--- src/rtl/write_buffer_pkg.sv ---
// write_buffer_pkg
// Shared types and helpers for the write buffer slice.
//   wb_entry_t     : one buffered store (word-aligned addr, lane-positioned data, byte enables)
//   drain_state_t  : drain FSM states (IDLE, REQ)
//   encode_be()    : byte-enable pattern for a store
//   encode_entry() : full entry encoding applied at push time
package write_buffer_pkg;

  typedef struct packed {
    logic [31:0] addr;
    logic [31:0] data;
    logic [3:0]  be;
  } wb_entry_t;

  typedef enum logic {
    IDLE = 1'b0,
    REQ  = 1'b1
  } drain_state_t;

  // Word stores cover all four lanes; byte stores select the lane named by
  // the low address bits.
  function automatic logic [3:0] encode_be(input logic sb, input logic [1:0] lane);
    logic [3:0] be;
    if (sb) begin
      be = 4'b0001 << lane;
    end else begin
      be = 4'b1111;
    end
    return be;
  endfunction

  // Byte data is replicated on every lane so memory can take whichever lane
  // the byte enables select without a shifter on the drain path.
  function automatic wb_entry_t encode_entry(input logic        sb,
                                             input logic [31:0] addr,
                                             input logic [31:0] data);
    wb_entry_t e;
    e.addr = {addr[31:2], 2'b00};
    e.be   = encode_be(sb, addr[1:0]);
    e.data = sb ? {4{data[7:0]}} : data;
    return e;
  endfunction

endpackage

--- src/rtl/write_buffer_fifo.sv ---
// write_buffer_fifo
// Circular store queue holding encoded write-buffer entries.
// Ports:
//   clock, reset      : clock, asynchronous active-low reset (pointers/count only)
//   push, push_entry  : enqueue request (ignored while full) and its entry
//   pop               : dequeue head (ignored while empty)
//   head_entry        : oldest entry
//   entries           : raw storage view, indexed by slot (for forwarding)
//   head_ptr, count   : oldest slot index and occupancy
//   full, empty       : occupancy flags derived from the registered count
module write_buffer_fifo
  import write_buffer_pkg::*;
#(
  parameter int DEPTH = 4
) (
  input  logic                     clock,
  input  logic                     reset,
  input  logic                     push,
  input  wb_entry_t                push_entry,
  input  logic                     pop,
  output wb_entry_t                head_entry,
  output wb_entry_t                entries [DEPTH],
  output logic [$clog2(DEPTH)-1:0] head_ptr,
  output logic [$clog2(DEPTH):0]   count,
  output logic                     full,
  output logic                     empty
);

  localparam int PTR_W = $clog2(DEPTH);
  localparam int CNT_W = PTR_W + 1;

  wb_entry_t        mem_q [DEPTH];
  logic [PTR_W-1:0] head_reg;
  logic [PTR_W-1:0] tail_reg;
  logic [CNT_W-1:0] count_reg;
  logic             push_ok;
  logic             pop_ok;

  // Flags come from the registered count only, so a push while full is
  // rejected even when a pop happens on the same edge.
  assign full    = (count_reg == CNT_W'(DEPTH));
  assign empty   = (count_reg == '0);
  assign push_ok = push && !full;
  assign pop_ok  = pop && !empty;

  // Storage is deliberately not reset; only pointers/count define validity.
  always_ff @(posedge clock) begin
    if (push_ok) begin
      mem_q[tail_reg] <= push_entry;
    end
  end

  // DEPTH is a power of two, so pointer overflow is the modulo wrap.
  always_ff @(posedge clock or negedge reset) begin
    if (!reset) begin
      head_reg  <= '0;
      tail_reg  <= '0;
      count_reg <= '0;
    end else begin
      if (push_ok) begin
        tail_reg <= tail_reg + PTR_W'(1);
      end
      if (pop_ok) begin
        head_reg <= head_reg + PTR_W'(1);
      end
      case ({push_ok, pop_ok})
        2'b10:   count_reg <= count_reg + CNT_W'(1);
        2'b01:   count_reg <= count_reg - CNT_W'(1);
        default: count_reg <= count_reg;
      endcase
    end
  end

  for (genvar gi = 0; gi < DEPTH; gi++) begin : g_view
    assign entries[gi] = mem_q[gi];
  end

  assign head_entry = mem_q[head_reg];
  assign head_ptr   = head_reg;
  assign count      = count_reg;

endmodule

--- src/rtl/write_buffer.sv ---
// write_buffer
// Write-through store buffer between the data cache and main memory.
// Stores are queued in write_buffer_fifo and drained one at a time by a
// two-state request/acknowledge FSM (an IDLE cycle separates drains).
// Optional feature macro WRITE_BUFFER_FWD_EN: load forwarding from buffered
// stores; without it, loads are told to wait whenever the buffer is non-empty.
// Ports:
//   clock, reset                       : clock, asynchronous active-low reset
//   wr_valid, wr_sb, wr_addr, wr_data  : store from the cache write-through path
//   full, empty                        : occupancy flags (full stalls upstream)
//   mem_req, mem_addr, mem_data, mem_be: drain request, zero while idle
//   mem_ack                            : memory accepted the current request
//   rd_addr                            : load address for forwarding check
//   rd_hit, rd_conflict, rd_data       : forwarding result
module write_buffer
  import write_buffer_pkg::*;
#(
  parameter int DEPTH = 4
) (
  input  logic        clock,
  input  logic        reset,
  input  logic        wr_valid,
  input  logic        wr_sb,
  input  logic [31:0] wr_addr,
  input  logic [31:0] wr_data,
  output logic        full,
  output logic        empty,
  output logic        mem_req,
  output logic [31:0] mem_addr,
  output logic [31:0] mem_data,
  output logic [3:0]  mem_be,
  input  logic        mem_ack,
  input  logic [31:0] rd_addr,
  output logic        rd_hit,
  output logic        rd_conflict,
  output logic [31:0] rd_data
);

  localparam int PTR_W = $clog2(DEPTH);
  localparam int CNT_W = PTR_W + 1;

  drain_state_t     state_reg;
  drain_state_t     state_next;
  wb_entry_t        push_entry;
  wb_entry_t        head_entry;
  wb_entry_t        fifo_entries [DEPTH];
  logic [PTR_W-1:0] head_ptr;
  logic [CNT_W-1:0] fifo_count;
  logic             pop;

  assign push_entry = encode_entry(wr_sb, wr_addr, wr_data);

  // Pop only on the accepting edge of a live request; mem_ack in IDLE is
  // ignored by construction.
  assign pop = (state_reg == REQ) && mem_ack;

  write_buffer_fifo #(
    .DEPTH(DEPTH)
  ) u_fifo (
    .clock      (clock),
    .reset      (reset),
    .push       (wr_valid),
    .push_entry (push_entry),
    .pop        (pop),
    .head_entry (head_entry),
    .entries    (fifo_entries),
    .head_ptr   (head_ptr),
    .count      (fifo_count),
    .full       (full),
    .empty      (empty)
  );

  // Drain FSM state register. Reset drops any in-flight request at once.
  always_ff @(posedge clock or negedge reset) begin
    if (!reset) begin
      state_reg <= IDLE;
    end else begin
      state_reg <= state_next;
    end
  end

  // Next state and drain outputs. The head entry cannot change while in REQ
  // (no pop without ack, and pushes never land on the head slot while the
  // buffer is non-empty), so the request stays stable until accepted.
  always_comb begin
    state_next = state_reg;
    mem_req    = 1'b0;
    mem_addr   = '0;
    mem_data   = '0;
    mem_be     = '0;
    case (state_reg)
      IDLE: begin
        if (!empty) begin
          state_next = REQ;
        end
      end
      REQ: begin
        mem_req  = 1'b1;
        mem_addr = head_entry.addr;
        mem_data = head_entry.data;
        mem_be   = head_entry.be;
        if (mem_ack) begin
          state_next = IDLE;
        end
      end
      default: state_next = IDLE;
    endcase
  end

`ifdef WRITE_BUFFER_FWD_EN
  // Age-ordered view: slot 0 is the oldest valid entry, higher slots are
  // younger, so the last match in the scan is the youngest.
  wb_entry_t        slot_entry [DEPTH];
  logic [DEPTH-1:0] slot_valid;
  logic             fwd_match;
  wb_entry_t        fwd_entry;
  logic             unused_rd_lane;

  for (genvar gi = 0; gi < DEPTH; gi++) begin : g_slot
    assign slot_entry[gi] = fifo_entries[head_ptr + PTR_W'(gi)];
    assign slot_valid[gi] = (CNT_W'(gi) < fifo_count);
  end

  always_comb begin
    fwd_match = 1'b0;
    fwd_entry = '0;
    for (int i = 0; i < DEPTH; i++) begin
      if (slot_valid[i] && (slot_entry[i].addr == {rd_addr[31:2], 2'b00})) begin
        fwd_match = 1'b1;
        fwd_entry = slot_entry[i];
      end
    end
  end

  // Only a full-word store can satisfy a load; a byte store forces a wait.
  always_comb begin
    rd_hit      = fwd_match && (fwd_entry.be == 4'b1111);
    rd_conflict = fwd_match && (fwd_entry.be != 4'b1111);
    rd_data     = rd_hit ? fwd_entry.data : '0;
  end

  // Loads compare at word granularity; the lane bits are irrelevant here.
  assign unused_rd_lane = ^rd_addr[1:0];
`else
  // No forwarding: any buffered store may alias the load, so it must wait
  // until the buffer drains.
  logic [DEPTH-1:0] unused_slot;
  logic             unused_misc;

  for (genvar gi = 0; gi < DEPTH; gi++) begin : g_unused
    assign unused_slot[gi] = ^fifo_entries[gi];
  end

  assign unused_misc = ^{rd_addr, head_ptr, fifo_count};

  always_comb begin
    rd_hit      = 1'b0;
    rd_conflict = !empty;
    rd_data     = '0;
  end
`endif

endmodule

--- config.mk ---
export PLATFORM = sky130hd
export DESIGN_NAME = write_buffer
export DESIGN_NICKNAME = d
export VERILOG_FILES = /design/src/rtl/write_buffer_pkg.sv /design/src/rtl/write_buffer_fifo.sv /design/src/rtl/write_buffer.sv
export SDC_FILE = /design/constraint.sdc
export NUM_CORES = 1
export LEC_CHECK = 0
export CAP_MARGIN = 20
export CORE_ASPECT_RATIO = 1.1
export CORE_MARGIN = 4
export CORE_UTILIZATION = 30
export DETAILED_ROUTE_END_ITERATION = 12
export PLACE_DENSITY = 0.53
export REMOVE_ABC_BUFFERS = 1
export SYNTH_ARGS = -nofsm -noshare
export SYNTH_HDL_FRONTEND = slang
export SYNTH_SLANG_ARGS = --single-unit
--- constraint.sdc ---
create_clock -name clock -period 2.8 [get_ports clock]
set_input_delay 0.56 -clock clock [delete_from_list [all_inputs] [get_ports clock]]
set_output_delay 0.56 -clock clock [all_outputs]
set_load 0.005 [all_outputs]
==> summary.txt <==
Power
  • Sequential share of power: 0.384
  • Sw Ratio: 0.2722
  • Clock share of power: 0.249
  • Max VDD drop: 460.2 uV
  • Leakage: 5.031 nW
  • Comb power frac: 0.367
  • NetSw: 3.977 mW
  • P_int: 10.63 mW
  • Pwr Total: 14.61 mW
  • Power density over cell area: 1032 mW/mm2

Placed design
  • IO buf count: 138
  • HPWL Detailed: 13150 um
  • Setup slack after placement: 0.2298 ns
  • Routability cong.: 0.6694

STA
  • Final Hold Fails: 0
  • Least-Margin Pin Slew: 0.6600 ns
  • Setup TNS: -0.2025 ns
  • Relative slew slack: 0.5554
  • Fmax: 0.3522 GHz
  • Final worst path period share: 1.014
  • RSZ-0062 raised after global routing: yes
  • Final WS setup: -0.03956 ns
  • Min Tclk post-route: 2.840 ns
  • Slew Viols, Final: 0
  • Clock Skew: 0.01116 ns
  • Final setup viols: 7

Outcome
  • Failing checks: setup timing
  • Status: complete, but fails checks

Synthesis
  • Synthesized cell area: 0.01099 mm2
  • Adder-cell share of the synthesized area: 0.007517
  • Register area share after synthesis: 0.7399
  • Largest family of logic cells by synthesized area: multiplexers
  • Multiplexer share of the synthesized area: 0.1382
  • Fraction of the mapped netlist area in compound gates: 0.01367
  • YS warnings: 0
  • #FFs+latches synth: 272
  • Synth Area in Simple Gates: 0.04510
  • Gate Count Post-Synth: 560
  • Synth cell types: 25
  • Post-Synth XOR/XNOR Area: 0.004784
  • Mean Syn Cell Area: 19.62 um2

Drt
  • 1st-iter DRT viols: 189
  • ANT nets after route: 0
  • Vias post-DR: 5412
  • Wirelength per Cell: 19.10 um
  • Via/cell ratio: 4.316
  • WL final: 23960 um
  • DRC: 0
  • DR pass1 iterations: 4

Floorplan
  • # IOs: 206
  • Die height: 208.7 um
  • # rows: 73
  • Die footprint: 0.03975 mm2
  • Die width: 190.5 um
  • CORE AREA: 0.03617 mm2
  • Initial core utilization: 0.3037

GRT
  • First-pass GRT wire length: 34990 um
  • Initial antenna violation count: 1
  • Final global-route overflow total: 0
  • GR Util All Layers: 0.1146
  • Vias in the first global route: 5825
  • Largest net degree at the start of global routing: 65

Setup path
  • Worst Setup End Kind: output pin
  • Worst EP required: 2.24 ns
  • Reg2reg end: u_fifo.count[2]$_DFFE_PN0P_
  • Cell depth of the worst setup path: 7
  • Crit path DAT: 2.28 ns
  • Crit Path Class: reg -> out
  • RR Startpoint: u_fifo.count[0]$_DFFE_PN0P_
  • Worst Path Buf+Inv: 5
  • Startpoint types: flop
  • Flop2flop setup slack: 0.67 ns
  • Crit path capture: mem_data[15]
  • CP max stage delay: 0.50 ns
  • Crit path max-delay cell type: dfrtp_4
  • Critical Path Source: u_fifo.head_ptr[0]$_DFFE_PN0P_
  • Path depth of the worst reg2reg path: 10
  • Worst-path fanout max: 7
  • Critical path's top delay family: buffers and inverters
  • Sequence of cells on the critical path: buf_12, buf_4, buf_6, buf_16, mux4_2, and2_4, clkbuf_2

Cells and area
  • Area growth syn-to-layout: 28.87%
  • ANT cells: 0
  • Multi-input logic area: 0.002555 mm2
  • Reg area: 0.008137 mm2
  • Total Nets Final: 858
  • Max FFs per register: 264
  • Layout cells sized above 1: 0.3416
  • Layout fillers: 3358
  • Core Util, Final: 0.3914

CTS
  • Num Clock Sinks: 272
  • Worst skew pair latency: 0.54 ns
  • CTS tree: yes
  • Root buffer cell: clkbuf_16
  • H-tree levels: 1
  • Clk buf depth: 3
  • Worst-path clk slew: 0.06 ns
  • Total CTS buffers: 30

Run
  • Number of max-cap violations: 0

Worst hold path
  • Hold Crit Class: in -> async
## per-layer routing
| layer | wire length (um) | part of all wire | global-route usage |
|---|---|---|---|
| met5 | 8 | 0.00033 | 0 |
| met4 | 485 | 0.020 | 0.02799 |
| met3 | 1188 | 0.050 | 0.02239 |
| met2 | 11740 | 0.49 | 0.1929 |
| met1 | 10540 | 0.44 | 0.1540 |
## through the flow
stage          hold slack (ns)  instance area (um2)  std cells
6_report                0.3203                14160       1254
5_1_grt                 0.3391                14160       1254
4_1_cts                 0.3058                14090       1232
3_5_place_dp            0.5031                12970       1174
3_3_place_gp            0.4973                12970       1174
2_1_floorplan           0.2644                10680        533
## cell usage after synthesis
cell type / n / share of area
and2_1: 70 / 0.040
buf_1: 3 / 0.0010
buf_12: 3 / 0.0055
buf_2: 6 / 0.0027
buf_4: 37 / 0.025
buf_6: 1 / 0.0010
clkbuf_1: 11 / 0.0038
conb_1: 1 / 0.00034
dfrtp_1: 8 / 0.018
edfxtp_1: 264 / 0.72
fa_1: 1 / 0.0018
ha_1: 5 / 0.0057
inv_1: 33 / 0.011
mux2_2: 1 / 0.0010
mux2i_1: 2 / 0.0018
mux4_2: 66 / 0.14
nand2_1: 9 / 0.0031
nor2_1: 1 / 0.00034
nor2b_1: 1 / 0.00057
nor3b_1: 1 / 0.00068
o21ai_0: 28 / 0.013
o311a_1: 1 / 0.00091
or3_1: 1 / 0.00057
xnor2_1: 3 / 0.0024
xor2_1: 3 / 0.0024
## power groups by stage
stage                     sequential [mW]  combinational (mW)  clock (mW)
after floorplan                      6.03                2.21           0
after global placement               5.68                4.91           0
after detailed placement             5.70                4.91           0
after CTS                            5.62                5.25        3.77
after global routing                 5.68                5.87        3.95
final                                5.61                5.36        3.63
## cell usage in the layout (no fill, tap or decap), types with 6 or more instances in the layout
cell               n
clkinv_1           6
conb_1            35
edfxtp_1         264
buf_6             11
buf_4             17
clkdlybuf4s15_1    6
and2_1            20
clkbuf_1           6
clkdlybuf4s50_1   72
and2_4            50
inv_1             33
o21ai_0           28
clkbuf_16         34
nand2_1            9
clkbuf_2          50
buf_12            13
mux4_2            66
## worst min path at each step
stage | cells after the start | to | slack, ns | start
after floorplan | 0 | state_reg$_DFF_PN0_ | 0.26 | reset
after global placement | 1 | u_fifo.count[2]$_DFFE_PN0P_ | 0.50 | u_fifo.count[2]$_DFFE_PN0P_
after detailed placement | 1 | u_fifo.count[2]$_DFFE_PN0P_ | 0.50 | u_fifo.count[2]$_DFFE_PN0P_
after CTS | 1 | u_fifo.count[0]$_DFFE_PN0P_ | 0.31 | reset
after global routing | 1 | u_fifo.count[0]$_DFFE_PN0P_ | 0.34 | reset
final | 1 | u_fifo.count[0]$_DFFE_PN0P_ | 0.32 | reset
## layout make-up
cell class	count	area share
inverter	33	0.008749
multi-input combinational	228	0.1805
timing repair buffer	186	0.1294
tap	487	0.04304
sequential	272	0.5747
clock buffer	37	0.05639
clock inverter	11	0.007247
## worst register-to-register path, stage by stage, from the launching register on
cell	delay, ns
dfrtp_1	0.43
nor3b_1	0.27
nor2b_1	0.10
buf_4	0.17
inv_1	0.06
ha_1	0.17
inv_1	0.06
fa_1	0.37
xor2_1	0.15
nor2_1	0.12
xor2_1	0.16
## logic make-up (layout without fill, tap and decap cells)
group                      Yosys count  count (layout)
other                                1              35
and+or+nand+nor                     83              83
xor gates and xnor gates             6               6
DFF                                272             272
muxes                               69              69
buffers and inverters               94             267
adders and majority gates            6               6
AOI/OAI and AO/OA                   29              29
## what timing repair did
item                                    in CTS  in global routing
endpoints found under the setup margin      66                 66
hold buffers                                 0                  0
gates cloned                                 4                  4
pin swaps                                    1                  0
buffers inserted                             6                 19
gates resized for setup                    167                 92
Note: power is estimated with default switching activity, not from simulation.
